[src/rtl/seq_shift_unit_if.sv]
// Request/response bundle between the execute stage and the sequential shift unit.
// The execute stage drives the request side (master); the shifter answers (slave).
`timescale 1ns/1ps

interface seq_shift_unit_if #(
    parameter int N   = 32,
    parameter int SHW = $clog2(N)
);
    logic           flush;
    logic           start;
    logic [1:0]     op;
    logic [N-1:0]   data_in;
    logic [SHW-1:0] shamt;
    logic [N-1:0]   result;
    logic           busy;
    logic           done;

    modport master (
        output flush, start, op, data_in, shamt,
        input  result, busy, done
    );

    modport slave (
        input  flush, start, op, data_in, shamt,
        output result, busy, done
    );
endinterface

[src/rtl/seq_shift_unit.sv]
// Multi-cycle RV32 SLL/SRL/SRA unit: one bit position per clock, start/busy/done handshake.
// Outputs come only from registers or the state decode, never straight from inputs.
`timescale 1ns/1ps

module seq_shift_unit #(
    parameter int N   = 32,
    parameter int SHW = $clog2(N)
) (
    input  logic            clk,
    input  logic            rst,
    seq_shift_unit_if.slave bus
);

    typedef enum logic [1:0] {
        S_IDLE  = 2'b00,
        S_SHIFT = 2'b01,
        S_DONE  = 2'b10
    } state_t;

    localparam logic [1:0] OP_SLL = 2'b00;
    localparam logic [1:0] OP_SRA = 2'b11;

    state_t         r_state;
    state_t         w_next_state;
    logic [N-1:0]   r_result;
    logic [1:0]     r_op;
    logic [SHW-1:0] r_count;

    logic           w_accept;
    logic           w_shift_en;
    logic [N-1:0]   w_shifted;

    // NOTE: sequential state uses non-blocking assignments so every register
    // samples the pre-edge values, independent of process ordering.
    always_ff @(posedge clk or negedge rst) begin
        if (!rst) begin
            r_state <= S_IDLE;
        end else begin
            r_state <= w_next_state;
        end
    end

    // NOTE: every signal written here gets a default first; a path that skips an
    // assignment would otherwise infer a latch.
    always_comb begin
        w_next_state = r_state;
        w_accept     = 1'b0;
        w_shift_en   = 1'b0;
        case (r_state)
            S_IDLE: begin
                // flush wins over start in the same cycle
                if (bus.start && !bus.flush) begin
                    w_accept     = 1'b1;
                    w_next_state = (bus.shamt == '0) ? S_DONE : S_SHIFT;
                end
            end
            S_SHIFT: begin
                if (bus.flush) begin
                    w_next_state = S_IDLE;
                end else begin
                    w_shift_en = 1'b1;
                    if (r_count == SHW'(1)) begin
                        w_next_state = S_DONE;
                    end
                end
            end
            S_DONE: begin
                w_next_state = S_IDLE;
            end
            default: begin
                w_next_state = S_IDLE;
            end
        endcase
    end

    // Reserved op 2'b10 falls into the logical-right branch.
    always_comb begin
        w_shifted = {1'b0, r_result[N-1:1]};
        case (r_op)
            OP_SLL:  w_shifted = {r_result[N-2:0], 1'b0};
            OP_SRA:  w_shifted = {r_result[N-1], r_result[N-1:1]};
            default: w_shifted = {1'b0, r_result[N-1:1]};
        endcase
    end

    // count is only decremented in SHIFT, where it is always >= 1.
    always_ff @(posedge clk or negedge rst) begin
        if (!rst) begin
            r_result <= '0;
            r_op     <= '0;
            r_count  <= '0;
        end else if (w_accept) begin
            r_result <= bus.data_in;
            r_op     <= bus.op;
            r_count  <= bus.shamt;
        end else if (w_shift_en) begin
            r_result <= w_shifted;
            r_count  <= r_count - SHW'(1);
        end
    end

    assign bus.result = r_result;
    assign bus.busy   = (r_state != S_IDLE);
    assign bus.done   = (r_state == S_DONE);

endmodule

[src/flat_wrapper.sv]
// flat-port wrapper written by rule: the top's interface ports become plain ports
module seq_shift_unit_flat 
#(
    parameter int N   = 32,
    parameter int SHW = $clog2(N)
)
  (clk, rst, bus_flush, bus_start, bus_op, bus_data_in, bus_shamt, bus_result, bus_busy, bus_done);
  seq_shift_unit_if #(.N(N), .SHW(SHW)) bus_i ();
  input  logic clk;
  input  logic rst;
  input wire logic [$bits(bus_i.flush)-1:0] bus_flush;
  input wire logic [$bits(bus_i.start)-1:0] bus_start;
  input wire logic [$bits(bus_i.op)-1:0] bus_op;
  input wire logic [$bits(bus_i.data_in)-1:0] bus_data_in;
  input wire logic [$bits(bus_i.shamt)-1:0] bus_shamt;
  output wire logic [$bits(bus_i.result)-1:0] bus_result;
  output wire logic [$bits(bus_i.busy)-1:0] bus_busy;
  output wire logic [$bits(bus_i.done)-1:0] bus_done;
  assign bus_i.flush = bus_flush;
  assign bus_i.start = bus_start;
  assign bus_i.op = bus_op;
  assign bus_i.data_in = bus_data_in;
  assign bus_i.shamt = bus_shamt;
  assign bus_result = bus_i.result;
  assign bus_busy = bus_i.busy;
  assign bus_done = bus_i.done;
  seq_shift_unit #(.N(N), .SHW(SHW)) u_core (.clk(clk), .rst(rst), .bus(bus_i));
endmodule
[config.mk]
export PLATFORM = sky130hd
export DESIGN_NAME = seq_shift_unit_flat
export DESIGN_NICKNAME = d
export VERILOG_FILES = /design/src/rtl/seq_shift_unit_if.sv /design/src/rtl/seq_shift_unit.sv /design/src/flat_wrapper.sv
export SDC_FILE = /design/constraint.sdc
export NUM_CORES = 1
export LEC_CHECK = 0
export ABC_CLOCK_PERIOD_IN_PS = 3500
export BUFFER_PORTS_ARGS = -buffer_cell sky130_fd_sc_hd__buf_4
export CORE_ASPECT_RATIO = 0.75
export CORE_MARGIN = 2
export CORE_UTILIZATION = 41
export CTS_BUF_LIST = sky130_fd_sc_hd__clkbuf_2 sky130_fd_sc_hd__clkbuf_4 sky130_fd_sc_hd__clkbuf_8
export CTS_CLUSTER_DIAMETER = 60
export CTS_CLUSTER_SIZE = 25
export DETAILED_ROUTE_END_ITERATION = 6
export HOLD_SLACK_MARGIN = 0.05
export MAX_ROUTING_LAYER = met4
export PLACE_DENSITY = 0.67
export SKIP_LAST_GASP = 1
export SLEW_MARGIN = 0
export SYNTH_ARGS = -nofsm -noshare
export SYNTH_HDL_FRONTEND = slang
export SYNTH_SLANG_ARGS = --single-unit
export TNS_END_PERCENT = 1
[constraint.sdc]
create_clock -name clk -period 3.5 [get_ports clk]
set_input_delay 0.7 -clock clk [delete_from_list [all_inputs] [get_ports clk]]
set_output_delay 0.7 -clock clk [all_outputs]
set_load 0.01 [all_outputs]
==> insert_results.sql <==
INSERT INTO impl_metrics (metric_group, metric, value, unit) VALUES
('clock_network', 'clock_latency_late_sink', '300', 'ps'),
('finish', 'layout.filler_cells', '519', ''),
('synthesis', 'synth_cells', '245', ''),
('grt', 'grt_start_max_net_pins', '42', ''),
('setup_path', 'max_stage_delay', '1150', 'ps'),
('timing', 'slew_margin_rel', '25.6', '%'),
('grt', 'overflow', '0', ''),
('timing', 'layout_min_cycle_time', '2140', 'ps'),
('floorplan', 'die-width', '91.8', 'um'),
('drt', 'final_antenna_net_count', '0', ''),
('floorplan', 'num_io_pins', '77', ''),
('placed_design', 'routability_congestion_estimate_from_global_placement', '0.815', ''),
('setup_path', 'timing.setup.critical_path_class', 'flip-flop to flip-flop', ''),
('setup_path', 'slowest_stage_cell_cp', 'or4b_2', ''),
('floorplan', 'placement_rows', '23', ''),
('finish', 'final_util', '55.8', '%'),
('timing', 'finalSetupViolCount', '0', ''),
('clock_network', 'cts-htree-levels', '2', ''),
('job', 'max_cap_viol_count', '0', ''),
('timing', 'finalCritPeriodShare', '61.1', '%'),
('finish', 'finish.instance_area', '0.00305', 'sq mm'),
('setup_path', 'crit_path_start_kind', 'flip-flop', ''),
('timing', 'fin_worst_hold_slack', '376', 'ps'),
('floorplan', 'initial_utilization', '43.3', '%'),
('placed_design', 'place_worst_setup_slack', '1040', 'ps'),
('timing', 'finClkSkew', '8.45', 'ps'),
('run_status', 'outcome', 'completed', ''),
('finish', 'nNetsFinal', '351', ''),
('grt', 'antenna_found_initial', '0', ''),
('setup_path', 'worstPathCellList', 'or4b_2, nor2_1, o31ai_1', ''),
('synthesis', 'postSynth.asyncResetShare', '100', '%'),
('drt', 'drc', '0', ''),
('grt', 'first_global_vias', '2240', ''),
('finish', 'antennaDiodeCount', '0', ''),
('drt', 'drt_iter0_drc', '128', ''),
('timing', 'finalMaxSlewViolations', '0', ''),
('clock_network', 'post_cts.repair.setup_buffers', '0', ''),
('floorplan', 'die_h', '69.8', 'um'),
('synthesis', 'postSynthRegisterBits', '41', ''),
('clock_network', 'cts.clk_slew.worst_paths', '90', 'ps'),
('placed_design', 'hpwlAfterDp', '4270', 'um'),
('clock_network', 'tritoncts', 'done', ''),
('min_path', 'timing.hold.worst.class', 'primary input to asynchronous set/reset pin', ''),
('power', 'irDropWorstVdd', '333', 'uV'),
('synthesis', 'synth.most_common_cell', 'dfrtp_1', ''),
('drt', 'route.final.wire_length', '6640', 'um'),
('clock_network', 'numCtsBuffers', '5', ''),
('timing', 'max_freq', '468', 'MHz'),
('timing', 'setup_slack', '1360', 'ps'),
('setup_path', 'arrival', '2280', 'ps'),
('synthesis', 'post_synth_num_cell_types', '37', ''),
('synthesis', 'netlist_area_pre_place', '0.00237', 'sq mm'),
('synthesis', 'synth.largest_area_cell', 'dfrtp_1', ''),
('timing', 'finalSetupTns', '0', 'ps'),
('drt', 'detailroute.via_count', '2286', ''),
('clock_network', 'post_cts.resized_instances', '0', ''),
('drt', 'drt_pre_antenna_iters', '4', ''),
('grt', 'grt_pass1_wl', '11200', 'um'),
('setup_path', 'worstPathRequired', '3640', 'ps'),
('timing', 'grt_setup_unrepaired', 'no', ''),
('synthesis', 'synth_fp_nets', '292', ''),
('timing', 'worst_pin_slew', '1110', 'ps'),
('synthesis', 'yosys_warnings', '0', ''),
('drt', 'wire_per_inst', '17.5', 'um'),
('placed_design', 'portBuffers', '76', ''),
('grt', 'global_router_s_overall_resource_usage', '22.1', '%'),
('placed_design', 'placed_cell_area', '0.00292', 'sq mm'),
('timing', 'hold_viol_final', '0', ''),
('setup_path', 'critPathMaxFanout', '35', ''),
('floorplan', 'core_area', '0.00547', 'sq mm'),
('finish', 'area_growth', '28.7', '%');
## layout by cell type, fill, tap and decap left out, types with 3 or more instances in the layout
| master | instances |
|---|---|
| a221oi_1 | 30 |
| buf_4 | 79 |
| clkbuf_8 | 5 |
| dfrtp_1 | 41 |
| ha_1 | 4 |
| inv_1 | 5 |
| nand2_1 | 5 |
| nor2_1 | 10 |
| nor2_2 | 27 |
| o21ai_0 | 29 |
| o21ai_1 | 5 |
| o31ai_1 | 30 |
| or2_2 | 3 |
## flip-flops by register name, indices dropped and copies added (netlist names)
name and cells:
u_core.r_state 2, u_core.bus.result 32, u_core.r_op 2, u_core.r_count 5
## path summary, 6_finish.rpt
kind                                        start                    end  slack, ps  depth (start not counted)
worst max-delay path            u_core.r_state[0]   u_core.bus.result[3]       1360                          3
worst min-delay path                          rst      u_core.r_count[4]        380                          1
worst max register to register  u_core.r_state[0]   u_core.bus.result[3]       1360                          3
worst min register to register  u_core.r_count[4]      u_core.r_count[4]        560                          2
max in group asynchronous                     rst  u_core.bus.result[24]       2750                          1
min in group clk                u_core.r_count[4]      u_core.r_count[4]        560                          2
## cell type report
class                   instances  area, sq um  share of cell area [%]
clock buffers                   5         68.8                    2.26
clock inverters                 3         65.1                    2.13
inverters                       5         18.8                   0.615
multi-input cells             172         1180                    38.8
flip-flops and latches         41         1030                    33.6
well taps                      75         93.8                    3.08
repair buffers                 79          593                    19.4
## cell families (layout without fill, tap and decap cells)
group | Yosys count | count (layout) | synth area share, %
adder cells (fa/ha/maj) | 4 | 4 | 2.11
buffers and inverters | 32 | 92 | 6.92
AO/OA/AOI/OAI | 107 | 107 | 32.0
flip-flops | 41 | 41 | 43.3
AND/OR/NAND/NOR | 61 | 61 | 15.6
## metrics by stage
step / cells / power [mW]
floorplan: 245 / 1.52
global placement: 372 / 1.97
finish: 380 / 2.45
detailed placement: 372 / 1.99
global route: 380 / 2.62
CTS: 380 / 2.45
## worst max-delay path, delay by kind of cell, from the launching register on
kind	cells	cell delay (ps)
AO/OA/AOI/OAI	1	90
AND/OR/NAND/NOR	2	1400
flip-flops	1	490
## routing by layer
| layer | part of all wire, % | up-vias | GRT usage, % |
|---|---|---|---|
| met5 | 0 | - | - |
| met4 | 0.66 | 0 | 4.64 |
| met3 | 6.8 | 7 | 4.57 |
| met2 | 45 | 95 | 31.5 |
| met1 | 48 | 1121 | 32.7 |
| li1 | - | 1063 | - |
## power by group
| part | switching (mW) | internal (mW) | leakage, nW | total (mW) |
|---|---|---|---|---|
| sequential | 0.233 | 0.675 | 0.523 | 0.908 |
| clock | 0.178 | 0.284 | 0.0681 | 0.461 |
| combinational | 0.558 | 0.521 | 0.729 | 1.08 |
| total | 0.969 | 1.48 | 1.32 | 2.45 |
Power figures use the tool's default switching activity.
